===== src/rtl/lsu_pkg.sv =====
// Shared definitions for the data-memory load/store unit: RV32I width codes,
// FSM states and the lane mask used by the sub-word store merge.
package lsu_pkg;

  localparam logic [2:0] F3_B  = 3'b000;
  localparam logic [2:0] F3_H  = 3'b001;
  localparam logic [2:0] F3_W  = 3'b010;
  localparam logic [2:0] F3_BU = 3'b100;
  localparam logic [2:0] F3_HU = 3'b101;

  typedef enum logic {
    IDLE  = 1'b0,
    MERGE = 1'b1
  } lsu_state_e;

  // Bits of the word covered by an access of the given width at byte offset off.
  function automatic logic [31:0] lane_mask(input logic [2:0] funct3, input logic [1:0] off);
    logic [31:0] mask;
    case (funct3[1:0])
      2'b00:   mask = 32'h0000_00FF << {off, 3'b000};
      2'b01:   mask = 32'h0000_FFFF << {off[1], 4'b0000};
      default: mask = '1;
    endcase
    return mask;
  endfunction

endpackage


===== src/rtl/lsu_load_align.sv =====
// Load lane extraction: picks the addressed byte/halfword out of a memory word
// and sign- or zero-extends it according to funct3.
module lsu_load_align
  import lsu_pkg::*;
(
  input  logic [31:0] rdata,
  input  logic [1:0]  addr,
  input  logic [2:0]  funct3,
  output logic [31:0] value
);

  logic [7:0]  lane_b;
  logic [15:0] lane_h;

  always_comb begin
    lane_b = 8'(rdata >> {addr, 3'b000});
    lane_h = 16'(rdata >> {addr[1], 4'b0000});
    case (funct3)
      F3_B:    value = {{24{lane_b[7]}}, lane_b};
      F3_BU:   value = {24'h0, lane_b};
      F3_H:    value = {{16{lane_h[15]}}, lane_h};
      F3_HU:   value = {16'h0, lane_h};
      default: value = rdata;
    endcase
  end

endmodule


===== src/rtl/dmem_lsu.sv =====
// Load/store unit between the MEM stage and a word-only data memory.
// Sub-word stores are a read-modify-write spread over the accept and MERGE cycles.
module dmem_lsu
  import lsu_pkg::*;
#(
  parameter int unsigned MEM_BYTES = 4096
) (
  input  logic        clk,
  input  logic        rst_n,
  input  logic        req_valid,
  output logic        req_ready,
  input  logic        req_we,
  input  logic [2:0]  req_funct3,
  input  logic [31:0] req_addr,
  input  logic [31:0] req_wdata,
  output logic        resp_valid,
  output logic [31:0] resp_rdata,
  output logic        resp_err,
  output logic        mem_we,
  output logic [31:0] mem_addr,
  output logic [31:0] mem_wdata,
  input  logic [31:0] mem_rdata
);

  lsu_state_e  state;
  logic [31:0] merge_addr;
  logic [31:0] merge_data;

  logic        accept;
  logic        misaligned;
  logic        out_of_range;
  logic        illegal;
  logic        err;
  logic        word_store;
  logic        sub_store;
  logic [31:0] mask;
  logic [31:0] merged;
  logic [31:0] load_value;

  assign req_ready = (state == IDLE);
  assign accept    = req_valid && req_ready;

  always_comb begin
    misaligned = 1'b0;
    case (req_funct3)
      F3_H, F3_HU: misaligned = req_addr[0];
      F3_W:        misaligned = |req_addr[1:0];
      default:     misaligned = 1'b0;
    endcase
  end

  assign out_of_range = (req_addr >= 32'(MEM_BYTES));
  assign illegal      = (req_funct3 == 3'b011) || (req_funct3[2:1] == 2'b11) ||
                        (req_we && req_funct3[2]);
  assign err          = misaligned || out_of_range || illegal;

  // Legal store codes are only B/H/W, so anything that is not W is a sub-word store.
  assign word_store = accept && !err && req_we && (req_funct3 == F3_W);
  assign sub_store  = accept && !err && req_we && (req_funct3 != F3_W);

  assign mask   = lane_mask(req_funct3, req_addr[1:0]);
  assign merged = (mem_rdata & ~mask) | ((req_wdata << {req_addr[1:0], 3'b000}) & mask);

  lsu_load_align u_align (
    .rdata  (mem_rdata),
    .addr   (req_addr[1:0]),
    .funct3 (req_funct3),
    .value  (load_value)
  );

  // rst_n gates the write strobe directly so a reset during MERGE drops it at once.
  always_comb begin
    if (state == MERGE) begin
      mem_addr  = merge_addr;
      mem_wdata = merge_data;
      mem_we    = rst_n;
    end else begin
      mem_addr  = {req_addr[31:2], 2'b00};
      mem_wdata = req_wdata;
      mem_we    = rst_n && word_store;
    end
  end

  always_ff @(posedge clk or negedge rst_n) begin
    if (!rst_n) begin
      state      <= IDLE;
      resp_valid <= 1'b0;
      resp_rdata <= '0;
      resp_err   <= 1'b0;
      merge_addr <= '0;
      merge_data <= '0;
    end else begin
      resp_valid <= 1'b0;
      resp_rdata <= '0;
      resp_err   <= 1'b0;
      case (state)
        IDLE: begin
          if (accept) begin
            if (err) begin
              resp_valid <= 1'b1;
              resp_err   <= 1'b1;
            end else if (sub_store) begin
              state      <= MERGE;
              merge_addr <= {req_addr[31:2], 2'b00};
              merge_data <= merged;
            end else begin
              resp_valid <= 1'b1;
              if (!req_we) resp_rdata <= load_value;
            end
          end
        end
        MERGE: begin
          state      <= IDLE;
          resp_valid <= 1'b1;
        end
        default: state <= IDLE;
      endcase
    end
  end

endmodule


===== config.mk =====
export PLATFORM = sky130hd
export DESIGN_NAME = dmem_lsu
export DESIGN_NICKNAME = d
export VERILOG_FILES = /design/src/rtl/lsu_pkg.sv /design/src/rtl/lsu_load_align.sv /design/src/rtl/dmem_lsu.sv
export SDC_FILE = /design/constraint.sdc
export NUM_CORES = 1
export LEC_CHECK = 0
export ABC_AREA = 1
export BUFFER_PORTS_ARGS = -buffer_cell sky130_fd_sc_hd__clkbuf_2
export CAP_MARGIN = 30
export CELL_PAD_IN_SITES_DETAIL_PLACEMENT = 1
export CELL_PAD_IN_SITES_GLOBAL_PLACEMENT = 1
export CORE_ASPECT_RATIO = 0.75
export CORE_MARGIN = 5
export CORE_UTILIZATION = 35
export DETAILED_ROUTE_END_ITERATION = 10
export PLACE_DENSITY = 0.84
export SYNTH_ARGS = -nofsm -noshare
export SYNTH_HDL_FRONTEND = slang
export SYNTH_HIERARCHICAL = 1
export SYNTH_SLANG_ARGS = --single-unit

===== constraint.sdc =====
create_clock -name clk -period 1.8 [get_ports clk]
set_input_delay 0.27 -clock clk [delete_from_list [all_inputs] [get_ports clk]]
set_output_delay 0.27 -clock clk [all_outputs]
set_load 0.02 [all_outputs]

Yosys cells after proc, flatten, opt, wreduce, memory -nomap -nowiden --
Index checks and enable logic that the tools add are counted.
Storage, ports and cells: bits in registers 97, latch bits 0, RAM bits 0, ROM bits 0, output and inout port bits 100, memories 0
Cells by class: $add $sub $neg 0, multipliers 0, divide/modulo/power cells 0, magnitude comparators 1, eq/ne operators 8, shifts and indexed selects 5, multiplexer cells 22, bitwise gates (word level) 6, reduce and logical (&&, ||, !) cells 17
Operators by type and width (count):
- two-way mux 32 bit | 7
- case mux 32 bit (4 select lines) | 1
- AND 32 bit | 2
- case mux 32 bit (2 select lines) | 1
- >= comparator 32 x 13 -> 1 bit (second input constant) | 1
- NOT 32 bit | 1
- bitwise OR 32 bit | 1
- left shift 16 x 5 -> 32 bit (first input constant) | 1
- left shift 32 x 5 -> 32 bit | 1
- left shift 8 x 5 -> 32 bit (first input constant) | 1
- right shift 32 x 5 -> 16 bit | 1
- right shift 32 x 5 -> 8 bit | 1
- two-way mux 1 bit | 10
- logical AND 1 bit | 7
- equality test 3 x 2 -> 1 bit (second input constant) | 2
- equality test 3 bit (second input constant) | 2
- case mux 1 bit (2 select lines) | 3
- logical OR 1 bit | 4
- AND reduction 4 bit | 1
- OR reduction 2 bit | 2
- equality test 3 x 1 -> 1 bit (second input constant) | 1
- logical NOT 3 bit | 1
- inequality test 3 x 2 -> 1 bit (second input constant) | 1
- equality test 2 x 1 -> 1 bit (second input constant) | 1
- other kinds (4) | 5

Logic depth before layout (Yosys ltp) --
Gate-level depths: netlist (run 1).
depth in word-level cells 13, gate-level depth with buffers 10

Modules after synthesis --
Netlist (run 1), hierarchy kept.
By module, submodules not included:
- dmem_lsu | times used 1, cells each 800, area each 5367.6 sq um, sequential area each 2427.3 sq um
- lsu_load_align | times used 1, cells each 169, area each 872.1 sq um, sequential area each 0.0 sq um

Worst setup path before layout (run 1) --
Ideal clock, no wire load.
path kind input port to output port, start in req_addr[0], end out mem_we, arrival 1499 ps, data required time 1530 ps, path slack 31 ps, stages on the path 9, path buffers 2, cell sequence buf_4 > nor2_4 > inv_2 > nand3_1 > nand3_1 > nor3_4 > buf_2 > nand4_1 > nand2_1
Between the ends: cells in the longest elaborated chain, start to end 10
RTL lines:
- from (decl) | RTL line dmem_lsu.sv:14 | input logic [31:0] req_addr,
- branches (longest 2 deep; another with >= comparator 32 x 13 -> 1 bit)
- logical OR 1 bit * (2 in series) | RTL line dmem_lsu.sv:55 | assign err = misaligned || out_of_range || illegal;
- logical NOT 1 bit * | RTL line dmem_lsu.sv:58 | assign word_store = accept && !err && req_we && (req_funct3 == F3_W);
- logical AND 1 bit * (3 in series) | RTL line dmem_lsu.sv:58
- logical AND 1 bit * | RTL line dmem_lsu.sv:80 | mem_we = rst_n && word_store;
- two-way mux 1 bit * | RTL line dmem_lsu.sv:73 | if (state == MERGE) begin
- to (decl) | RTL line dmem_lsu.sv:19 | output logic mem_we,
Mark *: on every way between the ends.

Final worst setup path (run 1) --
start reg state, end out mem_addr[29]
Between the ends: cells in the longest elaborated chain, start to end 1
RTL lines:
- from (decl) | RTL line dmem_lsu.sv:25 | lsu_state_e state;
- from (signal assigned) | RTL line dmem_lsu.sv:86 | state <= IDLE;
- from (signal assigned) | RTL line dmem_lsu.sv:103 | state <= MERGE;
- from (signal assigned) | RTL line dmem_lsu.sv:113 | state <= IDLE;
- two-way mux 32 bit | RTL line dmem_lsu.sv:73
- to (decl) | RTL line dmem_lsu.sv:20 | output logic [31:0] mem_addr,
No other way between the ends.

==> results by group, run 1 <==
Routing
  • Pre-antenna DRT Iters: 5
  • M1 WL: 11.7 mm
  • Metal2 WL: 12.2 mm
  • DRC violations left: 0
  • Routed wire per std cell: 18.8 um
  • Initial drt markers: about 600
  • Post-DR vias/cell: 5.17
  • Detail Route met3 WL: 2.10 mm
  • Antenna viol nets, final: 0
  • Uppermost layer routed: met5
  • Total number of vias: 7,368
  • Routed WL: roughly 27 mm

Cells and area
  • Syn-to-layout area delta: 37.0%
  • Area occupied by multi-input gates: 3270 um2
  • Reg area: 2430 um2
  • Nets: between 1,000 and 1,500
  • Design area: 8550 um2
  • Filler Cell Count: ~2,300
  • Layout cells sized above 1: 0.290

STA
  • Crit path time final: 1.91 ns
  • Setup slack after layout: -0.111 ns
  • Crit share post-route: 1.06
  • Setup TNS: -2.57 ns
  • Slew Limit Headroom: 0.661
  • Final setup fails: 43
  • Final count of pins violating max slew: 0
  • Clock Skew: 0.00547 ns
  • Max Fclk: ~520 MHz
  • RSZ-0062 raised after global routing: yes
  • Worst Tran Pin Value: 0.507 ns
  • Fin Hold WS: 0.151 ns
  • Hold Vio Cnt, Final: 0

Placed design
  • Post-DP Area: ~7700 um2
  • Hpwl dp: between 15 and 20 mm
  • Place WS: -0.132 ns
  • IO buf count: 200
  • Gpl congestion: 0.908

Outcome
  • Failing checks: negative setup slack
  • Status: complete, but fails checks

Critical path
  • Crit path from: state
  • Critical Path RT: 1.53 ns
  • Crit path max-delay cell type: dfrtp_2
  • Critical Path Start Type: register
  • Critical path data arrival time: approximately 1.6 ns
  • CP Max Fanout: 16
  • Crit Path Category: register to primary output
  • Setup crit end kind: primary output
  • Critical path, cell by cell: buf_12, clkinvlp_4, buf_12, nand2_1, nand2_1, buf_2
  • Reg2reg start: state
  • Peak per-stage delay on the critical path: 0.47 ns

Logic synthesis
  • #FFs+latches synth: 97
  • Ys Warns: 6
  • Synth cell types: 31
  • Sequential fraction of the synthesis area: 0.389
  • Mapped Cells: 969
  • Mapped Area: 6240 um2
  • Syn_area_per_cell: 6.44 um2

CTS
  • CTS tree: done
  • Root Buffer: clkbuf_16
  • Max clock buf depth: 2
  • CTS H-tree depth: 3
  • Sink Count: 97
  • Clk slew on worst S/H paths: 0.07 ns
  • Clock buffer count from CTS: 9
  • Skew-Pair Late Insertion Delay: 0.36 ns

Die
  • Row count: 42
  • Die area: 20,600 um2
  • Starting Density: 0.354
  • Io pins: roughly 200
  • Core Area: 17,600 um2
  • DIE WIDTH: 164 um
  • Chip Height: 126 um

Worst hold path
  • Hold_sp: req_addr[10]
  • Min-delay worst type: primary input to register

GRT
  • Gr ovfl total: 0
  • Antenna violations before repair: 1
  • Pin count of the biggest net entering global routing: 48
  • Vias in the first global route: around 7,500
  • All-Layer GR Usage: 0.254
  • First-pass GRT wire length: 40.9 mm

Pwr
  • Pwr dens: 631 nW/um2
  • Static leakage: 5.16 nW
  • Final Power: 0.00539 W
  • Peak supply drop: between 0.4 and 0.5 mV

Flow run
  • Max Cap Viol: 0
[metal layers]
metal	track usage	vias to the layer above
li1	-	3434
met1	0.340	3575
met2	0.408	295
met3	0.0634	62
met4	0.0730	2
met5	0	-
[metrics by stage]
stage	std cells	utilization
CTS	1421	0.477
detailed placement	1397	0.435
finish	1426	0.485
global route	1425	0.485
floorplan	970	-
global placement	1397	0.435
[flip-flops by register name, indices dropped and copies added (netlist names)]
name        count
resp_rdata     32
resp_err        1
merge_data     32
resp_valid      1
state           1
merge_addr     30
[layout make-up]
class	instances	area share
clock buffer	9	0.0264
timing repair buffer	255	0.212
inverter	111	0.0492
antenna	1	0.000293
sequential	97	0.284
tap	242	0.0354
clock inverter	7	0.00981
multi-input combinational	704	0.383
[power breakdown]
| part | switching [W] | internal, W | total, W |
|---|---|---|---|
| Clock | 0.000957 | 0.00111 | 0.00207 |
| Combinational | 0.000734 | 0.000416 | 0.00115 |
| Sequential | 0.000000803 | 0.00218 | 0.00218 |
| Total | 0.00169 | 0.00370 | 0.00539 |
[worst max-delay path: cells and delay by family, from the launching register on]
family | cells | cell delay, ns
flops | 1 | 0.47
buf+inv | 4 | 0.66
simple gates | 2 | 0.15
[cells by family (layout without fill, tap and decap cells)]
group | after synthesis | in the layout | synth area share
AO/OA/AOI/OAI | 65 | 65 | 0.0573
buffers and inverters | 169 | 382 | 0.112
flip-flops | 97 | 97 | 0.389
other | 1 | 3 | 0.000601
AND/OR/NAND/NOR | 637 | 637 | 0.441
[placed cells by master (no fill, tap or decap), types with 3 or more instances in the layout]
cell type / Yosys / layout
o21ai_1: 1 / 7
dfrtp_1: 97 / 96
clkbuf_8: 0 / 16
inv_2: 3 / 4
clkbuf_16: 0 / 11
nand3_1: 55 / 54
nor2_1: 68 / 66
o21ai_4: 0 / 4
nand2_1: 439 / 426
or2_2: 3 / 3
nand3_2: 20 / 21
clkbuf_2: 0 / 137
inv_1: 107 / 105
nand2_2: 1 / 13
buf_2: 20 / 21
buf_6: 3 / 11
o21ai_2: 0 / 14
nand4_1: 43 / 43
a21oi_1: 8 / 8
buf_4: 4 / 59
buf_12: 0 / 5
o31ai_1: 8 / 8
nor2_4: 1 / 3
o21ai_0: 44 / 20
[synth_stat cells, drive strengths merged]
cell type | count | area [um2]
dfrtp | 97 | 2430
conb | 1 | 3.75
nand3 | 75 | 475
o211ai | 2 | 15.0
clkbuf | 28 | 105
and2 | 1 | 8.76
nor3 | 3 | 31.3
o31ai | 8 | 60.1
nand2 | 441 | 1670
nor2 | 70 | 273
inv | 110 | 413
o21ai | 45 | 225
or2 | 3 | 18.8
buf | 30 | 175
nand4 | 44 | 282
clkinv | 1 | 3.75
a21oi | 10 | 57.6
[timing repair]
| action | CTS | global route |
|---|---|---|
| buffers inserted | 3 | 4 |
| cloned | 4 | 1 |
| pin swaps | 4 | 1 |
| gates resized for setup | 91 | 95 |
| hold buffers | 1 | 0 |
| setup endpoints to repair | 49 | 64 |
| endpoints found under the hold margin | 11 | 0 |
[worst paths after layout]
path / slack [ns] / depth (start not counted) / endpoint
min in group asynchronous: 0.31 / 2 / merge_addr[5]
hold reg to reg: 0.47 / 2 / merge_addr[20]
setup reg to reg: 0.16 / 7 / merge_data[29]
max in group asynchronous: 0.78 / 3 / resp_rdata[15]
setup / recovery: -0.11 / 6 / mem_addr[29]
hold / removal: 0.15 / 3 / merge_addr[10]
Note: power is estimated with default switching activity, not from simulation.
==> inputs of run 2 (changes only) <==
--- a/config.mk
+++ b/config.mk
@@ -5,16 +5,15 @@
 export SDC_FILE = /design/constraint.sdc
 export NUM_CORES = 1
 export LEC_CHECK = 0
-export ABC_AREA = 1
 export BUFFER_PORTS_ARGS = -buffer_cell sky130_fd_sc_hd__clkbuf_2
 export CAP_MARGIN = 30
 export CELL_PAD_IN_SITES_DETAIL_PLACEMENT = 1
 export CELL_PAD_IN_SITES_GLOBAL_PLACEMENT = 1
 export CORE_ASPECT_RATIO = 0.75
 export CORE_MARGIN = 5
-export CORE_UTILIZATION = 35
+export CORE_UTILIZATION = 38
 export DETAILED_ROUTE_END_ITERATION = 10
-export PLACE_DENSITY = 0.84
+export PLACE_DENSITY = 0.83
 export SYNTH_ARGS = -nofsm -noshare
 export SYNTH_HDL_FRONTEND = slang
 export SYNTH_HIERARCHICAL = 1
==> results by group, run 2 <==
Critical path
  • Peak per-stage delay on the critical path: 0.35 ns
  • Cell class contributing the biggest share of worst-path delay: buffers and inverters
  • Critical Path Start Type: primary input
  • CP bufs+invs: 5
  • Crit path max-delay cell type: nor4_2
  • Setup crit end kind: register
  • CP Max Fanout: 6
  • Critical path, cell by cell: clkbuf_2, nor4_2, o211ai_1, buf_4, nor4_4, buf_6, buf_12, buf_16, mux2_4
  • Critical Path RT: 2.04 ns
  • Crit Path Category: primary input to register
  • Critical path data arrival time: approximately 2.2 ns

GRT
  • All-Layer GR Usage: 0.247
  • Pin count of the biggest net entering global routing: 98
  • Vias in the first global route: 5,511
  • Antenna violations before repair: 0
  • First-pass GRT wire length: 32.5 mm
  • Gr ovfl total: 0

Placed design
  • Hpwl dp: around 15 mm
  • Gpl congestion: 0.846
  • Post-DP Area: 7210 um2
  • IO buf count: 200

Logic synthesis
  • Syn_area_per_cell: 11.2 um2
  • Mapped Area: 5680 um2
  • #FFs+latches synth: 97
  • Synth cell types: 40
  • Count leader, synth: mux2_2
  • Mapped Cells: approximately 500
  • Synth top area share: 0.427
  • Top cells by area, synth: dfrtp_1 (43%), mux2_2 (26%), mux2i_1 (6.3%)
  • Ys Warns: 6
  • Top cells by count, synth: mux2_2 (130), dfrtp_1 (97), nand2_1 (47)
  • Post-synth EDFFs: 0
  • Sequential fraction of the synthesis area: 0.427
  • Cell taking the most area after synthesis: dfrtp_1
  • Async SR Flop Fraction: 1.00
  • Prevailing post-synth register cell: dfrtp_1

Cells and area
  • Final Util: 0.608
  • Inserted Diodes: 0
  • Design area: ~9000 um2
  • Reg area: between 2000 and 2500 um2
  • Nets: approximately 860
  • Most frequent cells in the layout: clkbuf_2 (133), dfrtp_1 (96), mux2_4 (91)
  • Layout cells sized above 1: 0.579
  • Largest registers: merge_data (32), resp_rdata (32), merge_addr (30)
  • Most common cell after layout, fill and taps aside: clkbuf_2
  • Area occupied by multi-input gates: 3550 um2
  • Syn-to-layout area delta: 55.7%
  • Filler Cell Count: 1,534

STA
  • Setup TNS: -9.34 ns
  • Setup slack after layout: -0.147 ns
  • Final setup fails: 109
  • Final count of pins violating max slew: 0
  • Hold Vio Cnt, Final: 3
  • Slew Limit Headroom: 0.470
  • Crit path time final: 1.95 ns
  • Max Fclk: 514 MHz
  • Worst Tran Pin Value: 0.795 ns
  • Fin Hold WS: -0.0130 ns
  • Crit share post-route: 1.08
  • RSZ-0062 raised after global routing: yes
  • Clock Skew: between 0.01 and 0.015 ns

Die
  • Core Area: approximately 15,000 um2
  • Starting Density: 0.391
  • Die area: 17,500 um2
  • DIE WIDTH: 151 um
  • Io pins: slightly above 200
  • Row count: 38
  • Chip Height: 116 um

Routing
  • Post-DR vias/cell: 5.50
  • Pre-antenna DRT Iters: 5
  • Routed WL: about 25 mm
  • DRC violations left: 0
  • Antenna viol nets, final: 0
  • Initial drt markers: 337
  • Routed wire per std cell: 26.2 um
  • Total number of vias: 5,259

Outcome
  • Failing checks: negative hold slack, negative setup slack
  • Status: complete, but fails checks

CTS
  • Clk slew on worst S/H paths: 0.08 ns
  • CTS tree: done
  • Skew-Pair Late Insertion Delay: 0.37 ns
  • Clock buffer count from CTS: 9
  • Sink Count: 97
  • Root Buffer: clkbuf_16
  • CTS H-tree depth: 3
  • Max clock buf depth: 2

Pwr
  • Static leakage: 4.54 nW
  • Pwr dens: 654 nW/um2
  • Peak supply drop: 0.451 mV

Flow run
  • Max Cap Viol: 0

Worst hold path
  • Min-delay worst type: primary input to asynchronous set/reset pin
-- run 2: what timing repair did --
action | CTS | global route
gates resized for setup | 35 | 281
pin swaps | 2 | 8
gates cloned | 7 | 4
hold buffers | 0 | 0
buffers inserted | 8 | 5
setup endpoints to repair | 111 | 110
-- run 2: per-stage QoR --
stage | worst slack [ns] | power (W) | std cells | hold slack [ns]
global placement | -0.345 | 0.00315 | 919 | 0.398
detailed placement | -0.424 | 0.00319 | 919 | 0.407
finish | -0.147 | 0.00579 | 957 | -0.0130
global route | -0.214 | 0.00597 | 957 | 0.0165
floorplan | -0.118 | 0.00272 | 507 | -0.0256
CTS | -0.146 | 0.00561 | 950 | 0.0108
-- run 2: worst reg2reg max path, cell delays in order, from the launching register on --
cell and delay, ns:
dfrtp_2 0.44, nand2b_4 0.15, or2_4 0.25, nor4_4 0.19
buf_6 0.16, buf_12 0.12, buf_16 0.14, mux2_4 0.31
-- run 2: path summary, 6_finish.rpt --
| path | from | endpoint | slack [ns] | cells past startpoint |
|---|---|---|---|---|
| worst max-delay path | req_addr[30] | merge_data[16] | -0.15 | 9 |
| worst min register to register | merge_addr[11] | merge_addr[11] | 0.50 | 1 |
| worst max register to register | state | merge_data[16] | -0.08 | 7 |
| worst min-delay path | rst_n | merge_addr[6] | -0.01 | 2 |
| max in group asynchronous | rst_n | resp_rdata[17] | 1.40 | 2 |
| min in group clk | req_addr[10] | merge_addr[10] | 0.15 | 2 |
-- run 2: area by class of cell --
cell class / instances / share of cell area
Tap cell: 200 / 0.0283
Clock buffer: 9 / 0.0255
Multi-Input combinational cell: 373 / 0.401
Timing Repair Buffer: 268 / 0.253
Sequential cell: 97 / 0.274
Inverter: 3 / 0.00127
Clock inverter: 7 / 0.0165
-- run 2: cell families after synthesis --
| group | after synthesis | share of synthesized area |
|---|---|---|
| and+or+nand+nor | 147 | 0.139 |
| buffers and inverters | 37 | 0.0337 |
| muxes | 170 | 0.331 |
| other | 1 | 0.000660 |
| DFF | 97 | 0.427 |
| AOI/OAI and AO/OA | 54 | 0.0687 |
-- run 2: per-layer routing --
metal  share of wire  global-route usage
met1            0.43               0.337
met4           0.029              0.0737
met5               0                   0
met3           0.059              0.0403
met2            0.48               0.405
-- run 2: power by group --
group | internal, W | switching, W
registers | 0.00218 | 0.000000581
logic | 0.000557 | 0.000633
clock network | 0.00151 | 0.000905
total | 0.00425 | 0.00154
==> inputs of run 3 (changes only) <==
--- a/config.mk
+++ b/config.mk
@@ -11,8 +11,9 @@
 export CELL_PAD_IN_SITES_GLOBAL_PLACEMENT = 1
 export CORE_ASPECT_RATIO = 0.75
 export CORE_MARGIN = 5
-export CORE_UTILIZATION = 38
+export CORE_UTILIZATION = 41
 export DETAILED_ROUTE_END_ITERATION = 10
+export HOLD_SLACK_MARGIN = 0.05
 export PLACE_DENSITY = 0.83
 export SYNTH_ARGS = -nofsm -noshare
 export SYNTH_HDL_FRONTEND = slang
==> constraint.sdc (replaced) <==
create_clock -name clk -period 2.3 [get_ports clk]
set_input_delay 0.345 -clock clk [delete_from_list [all_inputs] [get_ports clk]]
set_output_delay 0.345 -clock clk [all_outputs]
set_load 0.02 [all_outputs]
==> results by group, run 3 (synthesis results as in run 2) <==
Critical path
  • Crit Path Category: primary input to primary output
  • CP bufs+invs: 4
  • CP Max Fanout: 4
  • Critical Path RT: 1.96 ns
  • Cell class contributing the biggest share of worst-path delay: buffers and inverters
  • Critical path data arrival time: approximately 1.8 ns
  • Critical Path Start Type: primary input
  • Critical path, cell by cell: clkbuf_2, nor4_4, buf_4, o211ai_1, buf_4, nor4_2, o21a_1, clkbuf_2
  • Crit path max-delay cell type: nor4_4
  • Peak per-stage delay on the critical path: 0.29 ns
  • Setup crit end kind: primary output

Cells and area
  • Syn-to-layout area delta: 28.1%
  • Nets: between 800 and 900
  • Largest registers: merge_data (32), resp_rdata (32), merge_addr (30)
  • Final Util: 0.533
  • Layout cells sized above 1: 0.542
  • Most common cell after layout, fill and taps aside: clkbuf_2
  • Filler Cell Count: 1,527
  • Most frequent cells in the layout: clkbuf_2 (199), mux2_2 (130), dfrtp_1 (96)
  • Inserted Diodes: 0

CTS
  • Max clock buf depth: 2
  • Root Buffer: clkbuf_16
  • Clock buffer count from CTS: 9
  • CTS H-tree depth: 3
  • Sink Count: 97
  • Clk slew on worst S/H paths: 0.07 ns
  • CTS Hold Bufs: 0
  • Gates resized, CTS repair: 3
  • CTS tree: done
  • Post-CTS Setup Bufs: 0
  • Skew-Pair Late Insertion Delay: 0.35 ns

Routing
  • Routed wire per std cell: 20.4 um
  • Total number of vias: 4,667
  • Post-DR vias/cell: between 5 and 6
  • DRC violations left: 0
  • Antenna viol nets, final: 0
  • Pre-antenna DRT Iters: 4
  • Initial drt markers: 280
  • Routed WL: 18.2 mm

Worst hold path
  • Min-delay worst type: primary input to asynchronous set/reset pin

STA
  • Final setup fails: 0
  • Worst Tran Pin Value: 0.736 ns
  • Final count of pins violating max slew: 0
  • Max Fclk: 458 MHz
  • Slew Limit Headroom: 0.508
  • Crit share post-route: 0.949
  • Setup TNS: 0 ns
  • Crit path time final: 2.18 ns
  • Hold Vio Cnt, Final: 0
  • Clock Skew: 0.0101 ns
  • RSZ-0062 raised after global routing: no

Die
  • Core Area: 13,700 um2
  • DIE WIDTH: 146 um
  • Chip Height: 112 um
  • Io pins: 203
  • Starting Density: 0.416
  • Die area: 16,300 um2
  • Row count: 37

GRT
  • Antenna violations before repair: 0
  • All-Layer GR Usage: 0.221
  • Pin count of the biggest net entering global routing: 98
  • First-pass GRT wire length: 28.7 mm
  • GR Util met2: 0.351
  • Met1 Usage GRT: 0.308
  • Gr ovfl total: 0
  • Vias in the first global route: 4,999
  • M3 GR Usage: 0.0504
  • GRT Max-Usage Layer: met2

Placed design
  • Hpwl dp: ~14 mm
  • IO buf count: 200
  • Gpl congestion: 0.855

Flow run
  • Max Cap Viol: 0

Pwr
  • Pwr dens: 535 nW/um2
  • Peak supply drop: 0.340 mV
  • Static leakage: 3.80 nW

Outcome
  • Status: finished, final reports clean
[run 3: final cells by class]
type                    count  area [um2]  area share
clock inverters             6        47.5     0.00653
flip-flops and latches     97        2430       0.334
repair buffers            225        1220       0.168
multi-input cells         373        3110       0.428
clock buffers              10         239      0.0328
well taps                 175         219      0.0301
inverters                   3        11.3     0.00155
[run 3: worst paths after layout]
path	startpoint	endpoint	slack, ns	depth (start not counted)
setup / recovery	req_addr[26]	mem_we	0.12	8
min in group clk	req_addr[10]	merge_addr[10]	0.23	2
max in group asynchronous	rst_n	state	1.83	2
hold / removal	rst_n	merge_addr[26]	0.07	2
setup reg to reg	state	merge_data[15]	0.26	5
hold reg to reg	merge_addr[10]	merge_addr[10]	0.49	1
[run 3: worst reg2reg max path, stage by stage, from the launching register on]
cell and delay, ns:
dfrtp_2 0.41, nand2b_1 0.20, or2_2 0.35, nor4_4 0.24, buf_12 0.32, mux2_2 0.41
[run 3: routing by layer]
metal  part of all wire  vias to the layer above  wire length (um)
li1                   -                     2198                 -
met3              0.069                       22              1250
met4              0.015                        0               269
met5                  0                        -                 0
met1               0.46                     2275              8330
met2               0.46                      172              8310
[run 3: through the flow]
| stage | total power [W] | cells | setup WS, ns | instance area [um2] | hold WS (ns) |
|---|---|---|---|---|---|
| finish | 0.00389 | 889 | 0.117 | 7280 | 0.0746 |
| global route | 0.00406 | 889 | 0.00714 | 7280 | 0.116 |
| CTS | 0.00393 | 889 | 0.0310 | 7250 | 0.0991 |
| detailed placement | 0.00245 | 873 | -0.0826 | 6950 | 0.475 |
| global placement | 0.00243 | 873 | -0.0298 | 6950 | 0.465 |
| floorplan | 0.00213 | 507 | 0.203 | 5690 | 0.0494 |
[run 3: power breakdown]
group	internal (W)	switching (W)	total, W	leakage (nW)
Clock	0.000777	0.000694	0.00147	0.140
Combinational	0.000301	0.000413	0.000713	2.31
Sequential	0.00171	0.000000462	0.00171	1.35
